File: src/rtl/ram_port_arbiter.sv
// ============================================================================
// Module   : ram_port_arbiter
// Purpose  : Shares one RAM port between instruction fetch and data memory.
//            Optional fetch-fairness streak limit: define ARB_FAIRNESS_EN.
// Revision : 1.0 - initial release
// ============================================================================
`default_nettype none

module ram_port_arbiter #(
  parameter int MAX_DSTREAK = 4,
  parameter int ADDR_W      = 32
) (
  input  logic              CLK,
  input  logic              nRST,
  input  logic              iREN,
  input  logic [ADDR_W-1:0] iaddr,
  input  logic              dREN,
  input  logic              dWEN,
  input  logic [ADDR_W-1:0] daddr,
  input  logic [ADDR_W-1:0] dstore,
  input  logic [1:0]        ramstate,
  input  logic [ADDR_W-1:0] ramload,
  output logic              ramREN,
  output logic              ramWEN,
  output logic [ADDR_W-1:0] ramaddr,
  output logic [ADDR_W-1:0] ramstore,
  output logic              iwait,
  output logic              dwait,
  output logic [ADDR_W-1:0] iload,
  output logic [ADDR_W-1:0] dload
);

  localparam logic [1:0] c_IDLE   = 2'd0;
  localparam logic [1:0] c_IGRANT = 2'd1;
  localparam logic [1:0] c_DGRANT = 2'd2;

  localparam logic [1:0] c_RAM_ACCESS = 2'd2;
  localparam logic [1:0] c_RAM_ERROR  = 2'd3;

  logic [1:0] r_state;
  logic [1:0] w_next_state;
  logic       w_dreq;
  logic       w_access;
  logic       w_error;
  logic       w_force_i;
  logic       w_i_done;
  logic       w_d_done;

  assign w_dreq   = dREN | dWEN;
  assign w_access = (ramstate == c_RAM_ACCESS);
  assign w_error  = (ramstate == c_RAM_ERROR);
  assign w_i_done = (r_state == c_IGRANT) && iREN && w_access;
  assign w_d_done = (r_state == c_DGRANT) && w_dreq && w_access;

`ifdef ARB_FAIRNESS_EN
  localparam int               c_SW         = $clog2(MAX_DSTREAK + 1);
  localparam logic [c_SW-1:0] c_MAX_STREAK = c_SW'(MAX_DSTREAK);

  logic [c_SW-1:0] r_streak;

  // Counts back-to-back data completions that starved a waiting fetch.
  always_ff @(posedge CLK or negedge nRST) begin
    if (!nRST) begin
      r_streak <= '0;
    end else if (w_i_done || (w_d_done && !iREN)) begin
      r_streak <= '0;
    end else if (w_d_done && iREN && (r_streak < c_MAX_STREAK)) begin
      r_streak <= r_streak + 1'b1;
    end
  end

  assign w_force_i = iREN && (r_streak >= c_MAX_STREAK);
`else
  // Constant-false; keeps the parameter referenced in the fixed-priority build.
  assign w_force_i = (MAX_DSTREAK < 0) && iREN;
`endif

  always_ff @(posedge CLK or negedge nRST) begin
    if (!nRST) begin
      r_state <= c_IDLE;
    end else begin
      r_state <= w_next_state;
    end
  end

  always_comb begin
    w_next_state = r_state;
    case (r_state)
      c_IDLE: begin
        if (w_dreq && !w_force_i) begin
          w_next_state = c_DGRANT;
        end else if (iREN) begin
          w_next_state = c_IGRANT;
        end
      end
      c_IGRANT: begin
        if (!iREN || w_access || w_error) begin
          w_next_state = c_IDLE;
        end
      end
      c_DGRANT: begin
        if (!w_dreq || w_access || w_error) begin
          w_next_state = c_IDLE;
        end
      end
      default: w_next_state = c_IDLE;
    endcase
  end

  always_comb begin
    ramREN   = 1'b0;
    ramWEN   = 1'b0;
    ramaddr  = '0;
    ramstore = '0;
    iwait    = iREN;
    dwait    = w_dreq;
    iload    = '0;
    dload    = '0;
    case (r_state)
      c_IGRANT: begin
        if (iREN) begin
          ramREN  = 1'b1;
          ramaddr = iaddr;
          iwait   = !w_access;
          iload   = w_access ? ramload : '0;
        end
      end
      c_DGRANT: begin
        // A write wins over a simultaneous read.
        if (w_dreq) begin
          ramWEN   = dWEN;
          ramREN   = !dWEN;
          ramaddr  = daddr;
          ramstore = dstore;
          dwait    = !w_access;
          dload    = w_access ? ramload : '0;
        end
      end
      default: ;
    endcase
  end

endmodule

`default_nettype wire

File: config.mk
export PLATFORM = sky130hd
export DESIGN_NAME = ram_port_arbiter
export DESIGN_NICKNAME = d
export VERILOG_FILES = /design/src/rtl/ram_port_arbiter.sv
export SDC_FILE = /design/constraint.sdc
export NUM_CORES = 1
export LEC_CHECK = 0
export ABC_CLOCK_PERIOD_IN_PS = 2910
export BUFFER_PORTS_ARGS = -buffer_cell sky130_fd_sc_hd__buf_2
export CAP_MARGIN = 30
export CORE_AREA = 3 3 101 103
export DETAILED_ROUTE_END_ITERATION = 16
export DIE_AREA = 0 0 104 106
export PLACE_DENSITY = 0.51
export SYNTH_ARGS = -nofsm -noshare
export SYNTH_HDL_FRONTEND = slang
export SYNTH_SLANG_ARGS = --single-unit
File: constraint.sdc
create_clock -name CLK -period 2.91 [get_ports CLK]
set_input_delay 0.1455 -clock CLK [delete_from_list [all_inputs] [get_ports CLK]]
set_output_delay 0.1455 -clock CLK [all_outputs]
set_load 0.05 [all_outputs]
==> impl_results.md <==
* Outcome: completed
* Die Area at 0.0110 mm^2
* Sequential power share at 2.3%
* GP Congestion at 0.760
* Nets at 601
* MaxCap Viol Count at 0
* Share of cells above drive strength 1 at between 60 and 70%
* Residual DRC at 0
* Internal power at 0.640 mW
* Distinct cells, synth at 26
* P_sw at approximately 1.4 mW
* Clk pin slew, worst setup/hold paths at 0.03 ns
* Cell area after synthesis at about 0.0014 mm^2
* Reg2reg end: r_state[1]
* Via density per instance at 4.14
* FF+latch count, synth at 2
* Total gr overflow at 0
* Die Wd at approximately 100 um
* Fin. max-slew vios at 0
* Ys flop type: dfrtp_1
* Htree depth at 1
* Class of the most critical setup path: reg2out
* Detailed-router iteration count before antenna repair at 5
* Comb pwr share at slightly above 90%
* Max VDD drop at just under 0.6 mV
* EDFF count, synth at 0
* Syn avg cell area at 6.72 um^2
* Slew HR at 62.9%
* Yosys warnings at 0
* Num CTS Buffers at 3
* Synthesized Nets at 349
* Sw Ratio at 68.0%
* CP endpoint kind: output pin
* Worst slew pin tran at 0.557 ns
* Largest registers: r_state: 2 flops
* Routed WL per cell at 13.9 um
* Die H at about 110 um
* CTS max path bufs at 2
* Post-route ant nets at 0
* Row count at 35
* Startpoint types: flip-flop
* Max reg flops at 2
* Power share of the clock group at 5.5%
* Crit-path slowest cell: buf_4
* Estimated wirelength of the detail-placed design at 6820 um
* Vias in the first global route at 2344
* Iteration-0 DRC Markers at 81
* Critical path fanouts, max at 65
* Crit path to: ramaddr[5]
* Setup crit start: r_state[0]
* Gate Count Post-Synth at 211
* Hold/Removal Path Class: in2async
* CTS Hold Buffers Added at 1
* Crit path DAT at 2.26 ns
* Worst EP required at 2.76 ns
* Worst reg2reg setup slack at 0.98 ns
* Initial cell density of the core at 15.3%
* Crit path time final at 2.40 ns
* Sequential share of the synthesized area at 3.53%
* Leakage Power at roughly 1.9 nW
* Grt met3 use at 2.25%
* Final wirelength at 8220 um
* PwrDens at 698 mW/mm^2
* Worst R2R Start: r_state[1]
* Core Area at 0.00928 mm^2
* Hold violation total from the final report at 0
* Total negative slack at 0 ns
* Max stage delay on crit path at 0.44 ns
* Final setup fails at 0
* GRT met1 Usage at 15.0%
* Met2 Use GR at a little over a quarter
* Tcrit/Tclk final at 82.6%
* Largest net degree at the start of global routing at 66
* DR vias at 2444
* CTS tree: built
* Clock Latency Late Sink at about 0.21 ns
* Post-CTS setup buffers at 0
* FILL cells at 1053
* Global-route wire length before repair at 12200 um
* Peak Freq at 416 MHz
* I/O Buffers at about 270
* Cell Chain, Critical Path: inv_1 -> ha_1 -> o21a_2 -> buf_4 -> a22oi_1 -> nor2b_1 -> buf_2
* RSZ-0062 raised after global routing: no
* Post-CTS sizing at 0
* WHS at 0.251 ns
* Clock tree root buffer cell: clkbuf_8
* Ys async rst share at 100%
* Most Used Layer, Global Route: met2
* Synth-to-Final Area Change at 102%
* Top reg by flops: r_state
* Worst Clk Skew at 0.00224 ns
* Reg2reg path depth at 6
* Total global-route track usage at 13.3%
* Initial antenna violation count at 0
* IO Count at between 200 and 300
* # diodes at 0
* CTS Sinks at 2
==> through the flow <==
step / cell area [um^2] / util, % / power [mW] / cells / setup slack, ns
2_1_floorplan: 1420 / - / 1.50 / 211 / 0.889
3_3_place_gp: 2810 / 30.3 / 1.89 / 586 / 0.830
3_5_place_dp: 2810 / 30.3 / 1.91 / 586 / 0.737
4_1_cts: 2870 / 30.9 / 2.02 / 590 / 0.527
5_1_grt: 2870 / 30.9 / 2.12 / 590 / 0.313
6_report: 2870 / 30.9 / 2.00 / 590 / 0.506
==> logic make-up (layout without fill, tap and decap cells) <==
| group | Yosys count | in the layout | synth area share, % |
|---|---|---|---|
| DFF | 2 | 2 | 3.53 |
| buffers and inverters | 28 | 278 | 10.8 |
| adders and majority gates | 3 | 3 | 2.65 |
| AOI/OAI and AO/OA | 42 | 42 | 22.2 |
| and+or+nand+nor | 136 | 136 | 60.8 |
==> synth_stat cells, types with 2 or more instances <==
library cell	number	area share [%]
o21a_1	2	1.1
ha_1	3	2.6
dfrtp_1	2	3.5
inv_1	5	1.3
buf_2	9	3.2
and3_1	32	14
buf_4	6	3.2
nor2b_1	32	14
clkbuf_1	6	1.6
a22oi_1	32	17
buf_6	2	1.6
and2_1	66	29
==> layout by cell type, fill, tap and decap left out, types with 2 or more instances in the layout <==
master,count
and2_1,65
and3_1,32
dfrtp_1,2
ha_1,3
clkbuf_8,3
buf_2,266
nor2b_1,32
a22oi_1,32
buf_4,2
inv_1,5
==> how the worst min path moves through the flow <==
stage                             to  slack (ns)
after floorplan           r_state[0]       -0.15
after global placement    r_state[1]       -0.07
after detailed placement  r_state[1]       -0.07
after CTS                 r_state[0]        0.24
after global routing      r_state[0]        0.26
final                     r_state[0]        0.25
==> per-layer routing <==
layer | part of all wire (%) | vias to the layer above
met2 | 55 | 127
met4 | 1.1 | 0
met5 | 0 | -
met1 | 37 | 1082
li1 | - | 1227
met3 | 6.9 | 8
==> power by group through the flow <==
stage / combinational (mW) / clock, mW / sequential, mW
global route: 1.96 / 0.116 / 0.0465
floorplan: 1.45 / 0 / 0.0435
finish: 1.85 / 0.109 / 0.0451
detailed placement: 1.86 / 0 / 0.0455
global placement: 1.85 / 0 / 0.0449
CTS: 1.86 / 0.114 / 0.0452
==> final cells by class <==
type	instances	area (um^2)	share of cell area, %
sequential	2	50.0	1.75
multi-input combinational	181	1220	42.5
inverter	5	18.8	0.655
timing repair buffer	270	1380	48.0
tap	129	161	5.63
clock buffer	3	41.3	1.44
==> critical path: cells and delay by family (launching register included) <==
family	cells	cell delay, ns
compound gates	2	0.34
fa+ha+maj	1	0.25
buf+inv	3	0.84
flops	1	0.38
simple gates	1	0.20
Power figures use the tool's default switching activity.
